--- src/rtl/iiitb_fifo_pkg.sv ---
`default_nettype none
// +--------------------------------------------------------------------------+
// | iiitb_fifo_pkg : shared defaults, arbiter state encoding, clog2 helper     |
// | Revision 1.0                                                               |
// +--------------------------------------------------------------------------+
package iiitb_fifo_pkg;

  localparam int DATA_W_DEF    = 8;
  localparam int BUF_WIDTH_DEF = 3;

  typedef enum logic {
    ARB_IDLE  = 1'b0,
    ARB_BURST = 1'b1
  } arb_state_t;

  // Never returns less than 1 so single-entry selects still get a real bit.
  function automatic int clog2(input int value);
    int r;
    r = 0;
    for (int v = value - 1; v > 0; v = v >> 1) r++;
    if (r == 0) r = 1;
    return r;
  endfunction

endpackage
`default_nettype wire

--- src/rtl/iiitb_rr_pick.sv ---
`default_nettype none
// +--------------------------------------------------------------------------+
// | iiitb_rr_pick : rotating-priority picker, first req at or after rr_ptr    |
// | Revision 1.0                                                               |
// +--------------------------------------------------------------------------+
module iiitb_rr_pick
  import iiitb_fifo_pkg::*;
#(
  parameter int N_REQ = 4
) (
  input  logic [N_REQ-1:0]        req,
  input  logic [clog2(N_REQ)-1:0] rr_ptr,
  output logic [clog2(N_REQ)-1:0] sel,
  output logic                    valid
);

  localparam int PTR_W = clog2(N_REQ);
  localparam logic [PTR_W:0] N_EXT = (PTR_W + 1)'(N_REQ);

  // One extra bit so rr_ptr + offset never overflows before the wrap.
  logic [PTR_W:0]   sum;
  logic [PTR_W-1:0] idx;

  always_comb begin
    sel   = '0;
    valid = 1'b0;
    sum   = '0;
    idx   = '0;
    for (int i = 0; i < N_REQ; i++) begin
      sum = {1'b0, rr_ptr} + (PTR_W + 1)'(i);
      if (sum >= N_EXT) sum = sum - N_EXT;
      idx = sum[PTR_W-1:0];
      if (!valid && req[idx]) begin
        valid = 1'b1;
        sel   = idx;
      end
    end
  end

endmodule
`default_nettype wire

--- src/rtl/iiitb_fifo_wr_arb.sv ---
`default_nettype none
// +--------------------------------------------------------------------------+
// | iiitb_fifo_wr_arb : round-robin burst arbiter for one FIFO write port     |
// | Revision 1.0                                                               |
// +--------------------------------------------------------------------------+
module iiitb_fifo_wr_arb
  import iiitb_fifo_pkg::*;
#(
  parameter int N_REQ     = 4,
  parameter int DATA_W    = DATA_W_DEF,
  parameter int BUF_WIDTH = BUF_WIDTH_DEF,
  parameter int MAX_BURST = 4,
  parameter int HIGH_WM   = 6
) (
  input  logic                      clk,
  input  logic                      rst,
  input  logic [N_REQ-1:0]          req,
  input  logic [N_REQ*DATA_W-1:0]   req_data,
  output logic [N_REQ-1:0]          gnt,
  output logic                      fifo_wr_en,
  output logic [DATA_W-1:0]         fifo_buf_in,
  input  logic                      fifo_buf_full,
  input  logic [BUF_WIDTH:0]        fifo_counter,
  output logic                      arb_busy,
  output logic [clog2(N_REQ)-1:0]   arb_owner
);

  localparam int PTR_W = clog2(N_REQ);
  localparam int CNT_W = clog2(MAX_BURST + 1);
  localparam logic [CNT_W-1:0]   BURST_LAST = CNT_W'(MAX_BURST);
  localparam logic [PTR_W-1:0]   PTR_LAST   = PTR_W'(N_REQ - 1);
  localparam logic [BUF_WIDTH:0] WM         = (BUF_WIDTH + 1)'(HIGH_WM);

  arb_state_t       st;
  logic [PTR_W-1:0] owner;
  logic [PTR_W-1:0] rr_ptr;
  logic [CNT_W-1:0] burst_cnt;

  logic [PTR_W-1:0] sel;
  logic             pick_valid;
  logic             start_ok;
  logic             owner_req;
  logic [CNT_W-1:0] cnt_inc;

  function automatic logic [PTR_W-1:0] wrap_inc(input logic [PTR_W-1:0] i);
    return (i == PTR_LAST) ? '0 : i + 1'b1;
  endfunction

  iiitb_rr_pick #(
    .N_REQ (N_REQ)
  ) u_pick (
    .req    (req),
    .rr_ptr (rr_ptr),
    .sel    (sel),
    .valid  (pick_valid)
  );

  // The watermark only gates the start of a burst; an open burst may fill up to full.
  assign start_ok  = pick_valid && !fifo_buf_full && (fifo_counter < WM);
  assign owner_req = req[owner];
  assign cnt_inc   = burst_cnt + 1'b1;

  always_comb begin
    gnt = '0;
    if (!rst) begin
      if (st == ARB_IDLE) begin
        if (start_ok) gnt[sel] = 1'b1;
      end else if (owner_req && !fifo_buf_full) begin
        gnt[owner] = 1'b1;
      end
    end
  end

  always_comb begin
    fifo_buf_in = '0;
    for (int i = 0; i < N_REQ; i++) begin
      if (gnt[i]) fifo_buf_in = req_data[i*DATA_W +: DATA_W];
    end
  end

  assign fifo_wr_en = |gnt;
  assign arb_busy   = (st == ARB_BURST);
  assign arb_owner  = owner;

  always_ff @(posedge clk) begin
    if (rst) begin
      st        <= ARB_IDLE;
      owner     <= '0;
      burst_cnt <= '0;
      rr_ptr    <= '0;
    end else begin
      case (st)
        ARB_IDLE: begin
          if (start_ok) begin
            owner     <= sel;
            burst_cnt <= CNT_W'(1);
            if (MAX_BURST == 1) rr_ptr <= wrap_inc(sel);
            else                st     <= ARB_BURST;
          end
        end
        ARB_BURST: begin
          // A dropped request ends the burst with one dead cycle.
          if (!owner_req) begin
            st     <= ARB_IDLE;
            rr_ptr <= wrap_inc(owner);
          end else if (!fifo_buf_full) begin
            burst_cnt <= cnt_inc;
            if (cnt_inc == BURST_LAST) begin
              st     <= ARB_IDLE;
              rr_ptr <= wrap_inc(owner);
            end
          end
        end
        default: st <= ARB_IDLE;
      endcase
    end
  end

endmodule
`default_nettype wire

--- config.mk ---
export PLATFORM = sky130hd
export DESIGN_NAME = iiitb_fifo_wr_arb
export DESIGN_NICKNAME = d
export VERILOG_FILES = /design/src/rtl/iiitb_fifo_pkg.sv /design/src/rtl/iiitb_rr_pick.sv /design/src/rtl/iiitb_fifo_wr_arb.sv
export SDC_FILE = /design/constraint.sdc
export NUM_CORES = 1
export LEC_CHECK = 0
export CELL_PAD_IN_SITES_DETAIL_PLACEMENT = 0
export CELL_PAD_IN_SITES_GLOBAL_PLACEMENT = 2
export CORE_MARGIN = 2
export CORE_UTILIZATION = 19
export DETAILED_ROUTE_END_ITERATION = 8
export PLACE_DENSITY = 0.87
export SYNTH_ARGS = -nofsm -noshare
export SYNTH_HDL_FRONTEND = slang
export SYNTH_HIERARCHICAL = 1
export SYNTH_SLANG_ARGS = --single-unit
--- constraint.sdc ---
create_clock -name clk -period 2.49 [get_ports clk]
set_input_delay 0.3735 -clock clk [delete_from_list [all_inputs] [get_ports clk]]
set_output_delay 0.3735 -clock clk [all_outputs]
set_load 0.02 [all_outputs]
==> flow_summary.yaml <==
worst_setup_path:
  crit_type: "reg2out"
  r2r_cells: 6
  cp-end-kind: "output port"
  timing.rr.end: "rr_ptr[1]"
  path_common_cell: "buf_6"
  crit_buf_inv: 3
  cpLargestDelayFamily: "compound AO/OA/AOI/OAI gates"
  cp.required_ns: 2.12
  cp-endpoint: "fifo_buf_in[2]"
  slowest_delay_ns: 0.32
  cp-start-kind: "register"
  setup.worst_path.start: "rr_ptr[1]"
  r2r-start: "burst_cnt[0]"
  r2r_slack_ns: 0.74
  cp.depth: 9
  cp.arrival_ns: 2.12
  cpMaxStageDelayCell: "dfxtp_2"
  crit_path_max_fanout: 8
  worstPathCellList: "buf_6 > a221o_1 > a21oi_4 > buf_6 > nor3b_4 > a31o_4 > a221oi_2 > o2bb2ai_1 > buf_4"
clock_tree:
  cts_tree: "built"
  cts_htree_levels: 1
  cts_buffers: 3
  clk_pin_slew_ns: 0.04
  root_buffer: "clkbuf_8"
  cts.sinks: 8
  clock_latency_ns: 0.22
  clk_path_buf_depth: 2
drt:
  first_pass_iters: 4
  vias: 1226
  drcViolationCount: 0
  routed_wl_um: 3590
  wl_per_cell_um: 13.3
  vias_per_cell: 4.56
  ant_nets: 0
  drtIter0Drc: 15
cells_and_area:
  drive_gt1_share_pct: 42.6
  n_antenna_cell: 0
  layout_common_cells: "36 x clkdlybuf4s50_1, 34 x buf_4, 9 x a21oi_1"
  multi_input_area_um2: 866
  mostFrequentLayoutCell: "clkdlybuf4s50_1"
  area_growth_pct: 105
  regArea_um2: 164
  num-fill-cells: 505
  nNetsFinal: 253
timing:
  final_hold_viol_count: 0
  finalCritPeriodShare_pct: 100
  rsz0062_at_grt: "true"
  setup_viol_count_final: 2
  final-max-slew-violation-count: 0
  finalWorstSetupSlack_ns: -0.00235
  fmax_ghz: 0.401
  fin_skew_ns: 0.00149
  fin_crit_ns: 2.49
  worst_slew_pin_slew_ns: 0.566
  max_slew_margin_pct: 61.9
  setup_tns_ns: -0.00457
power_and_ir_drop:
  p_leak_nw: 0.808
  intPower_uw: 367
  p_per_area_nw_per_um2: 262
  p_sw_share_pct: 29.1
  power.switching_uw: 151
  peakVddDrop_mv: 0.121
  combPwrFrac_pct: 44.0
  pwr-share-clk_pct: 29.4
  sequentialPowerShare_pct: 26.6
grt:
  grt_pass1_wl_um: 5660
  grt_overflow: 0
  grt_max_degree: 10
  grt_pass1_vias: 1274
  grtUsageTotal_pct: 12.6
  antenna_found_initial: 0
yosys:
  synth_area_leaders: "dfxtp_1 17%, ha_1 7.8%, a221oi_1 7.3%"
  synth_area_leader_cell: "dfxtp_1"
  synth_cell_types: 41
  synth-seq-area-share_pct: 16.6
  synth_top_area_share_pct: 16.6
  synth.cell_area_um2: 965
  ys_warn_count: 6
  syn-num-nets: 162
  syn-instance-count: 113
  ys_ff_latch: 8
  avgSynthCellArea_um2: 8.54
run_status:
  violations: "negative setup slack"
  status: "complete, but fails checks"
flow_run:
  max_cap_violations: 0
placed_design:
  globalplace.congestion: 0.737
  port_buffers: 57
  hpwl_um: 2760
  dpl_worst_slack_ns: -0.837
floorplan:
  die_h_um: 75.3
  start_util_pct: 20.0
  io_pins: 59
  core_region_area_um2: 4820
  die_w_um: 75.3
  num_rows: 25
  dieArea_um2: 5660
hold_path:
  min_path_type: "reg2reg"
## worst min-delay path by stage
stage	startpoint	endpoint	slack, ns	cells past startpoint
final	burst_cnt[2]	burst_cnt[2]	0.47	2
after global routing	rr_ptr[0]	rr_ptr[0]	0.50	2
after CTS	burst_cnt[2]	burst_cnt[2]	0.47	2
after detailed placement	burst_cnt[2]	burst_cnt[2]	0.47	2
after global placement	burst_cnt[2]	burst_cnt[2]	0.46	2
after floorplan	rst	burst_cnt[0]	0.45	1
## synth_stat cells
| master | number |
|---|---|
| a21oi_1 | 13 |
| a221oi_1 | 8 |
| dfxtp_1 | 8 |
| nand2_1 | 8 |
| o211ai_1 | 8 |
| o2bb2ai_1 | 8 |
| inv_1 | 7 |
| ha_1 | 6 |
| nor2_1 | 6 |
| mux2i_1 | 3 |
| nand3_1 | 3 |
| and2_1 | 2 |
| buf_2 | 2 |
| nand3b_1 | 2 |
| nor3b_1 | 2 |
| o2bb2ai_2 | 2 |
| a211oi_1 | 1 |
| a21oi_4 | 1 |
| a221o_1 | 1 |
| a2bb2oi_2 | 1 |
| a31o_2 | 1 |
| a31oi_1 | 1 |
| a32o_1 | 1 |
| a32oi_4 | 1 |
| buf_6 | 1 |
| clkbuf_1 | 1 |
| clkinv_1 | 1 |
| inv_2 | 1 |
| mux2_4 | 1 |
| nand2b_1 | 1 |
| nor2_8 | 1 |
| nor3_1 | 1 |
| nor3b_2 | 1 |
| nor4b_2 | 1 |
| o21ai_0 | 1 |
| o221ai_1 | 1 |
| o31ai_1 | 1 |
| or3_1 | 1 |
| or4b_1 | 1 |
| or4b_4 | 1 |
| xnor2_1 | 1 |
## logic make-up after synthesis
| logic type | share of synthesized area [%] |
|---|---|
| AO/OA/AOI/OAI | 43.3 |
| multiplexers | 4.67 |
| adder cells (fa/ha/maj) | 7.78 |
| XOR/XNOR | 0.908 |
| flip-flops | 16.6 |
| AND/OR/NAND/NOR | 20.6 |
| buffers and inverters | 6.10 |
## through the flow
stage / hold slack [ns] / instance area (µm²) / total power [mW] / instances / util [%]
2_1_floorplan: 0.446 / 965 / 0.218 / 113 / -
3_3_place_gp: 0.463 / 1800 / 0.343 / 261 / 37.5
3_5_place_dp: 0.466 / 1800 / 0.342 / 261 / 37.5
4_1_cts: 0.472 / 1970 / 0.520 / 268 / 40.9
5_1_grt: 0.502 / 1980 / 0.548 / 269 / 41.0
6_report: 0.472 / 1980 / 0.517 / 269 / 41.0
## worst reg2reg max path, cell delays in order (launching register included)
cell and delay, ns:
dfxtp_1 0.38, ha_1 0.23, xnor2_1 0.13, nor3b_1 0.08, o31ai_1 0.53, mux2i_1 0.25
nor2_1 0.05
## flip-flops by register name, indices dropped and copies added (netlist names)
name       cells
arb_owner      2
rr_ptr         2
burst_cnt      3
arb_busy       1
## layout make-up
class,instances,share of cell area [%]
Multi-Input combinational cell,92,43.8
Inverter,9,1.71
Tap cell,67,4.24
Timing Repair Buffer,90,39.9
Sequential cell,8,8.29
Clock buffer,3,2.09
## power by group through the flow
| stage | clock network [mW] | registers [mW] | logic [mW] |
|---|---|---|---|
| after floorplan | 0 | 0.142 | 0.0759 |
| after global placement | 0 | 0.139 | 0.204 |
| after detailed placement | 0 | 0.139 | 0.203 |
| after CTS | 0.157 | 0.137 | 0.225 |
| after global routing | 0.164 | 0.138 | 0.246 |
| final | 0.152 | 0.138 | 0.227 |
## layer usage
metal | track usage (%) | vias to the layer above | wire length [µm]
met1 | 15.8 | 570 | 1620
met2 | 23.1 | 26 | 1850
met5 | 0 | - | 0
li1 | - | 630 | -
met3 | 2.28 | 0 | 118
met4 | 1.17 | 0 | 0
## timing repair
| item | 4_1_cts | 5_1_grt |
|---|---|---|
| hold buffers | 0 | 0 |
| gates resized for setup | 96 | 11 |
| endpoints found under the setup margin | 13 | 13 |
| buffers inserted | 4 | 2 |
| pin swaps | 16 | 12 |
(Power assumes the default switching activity.)
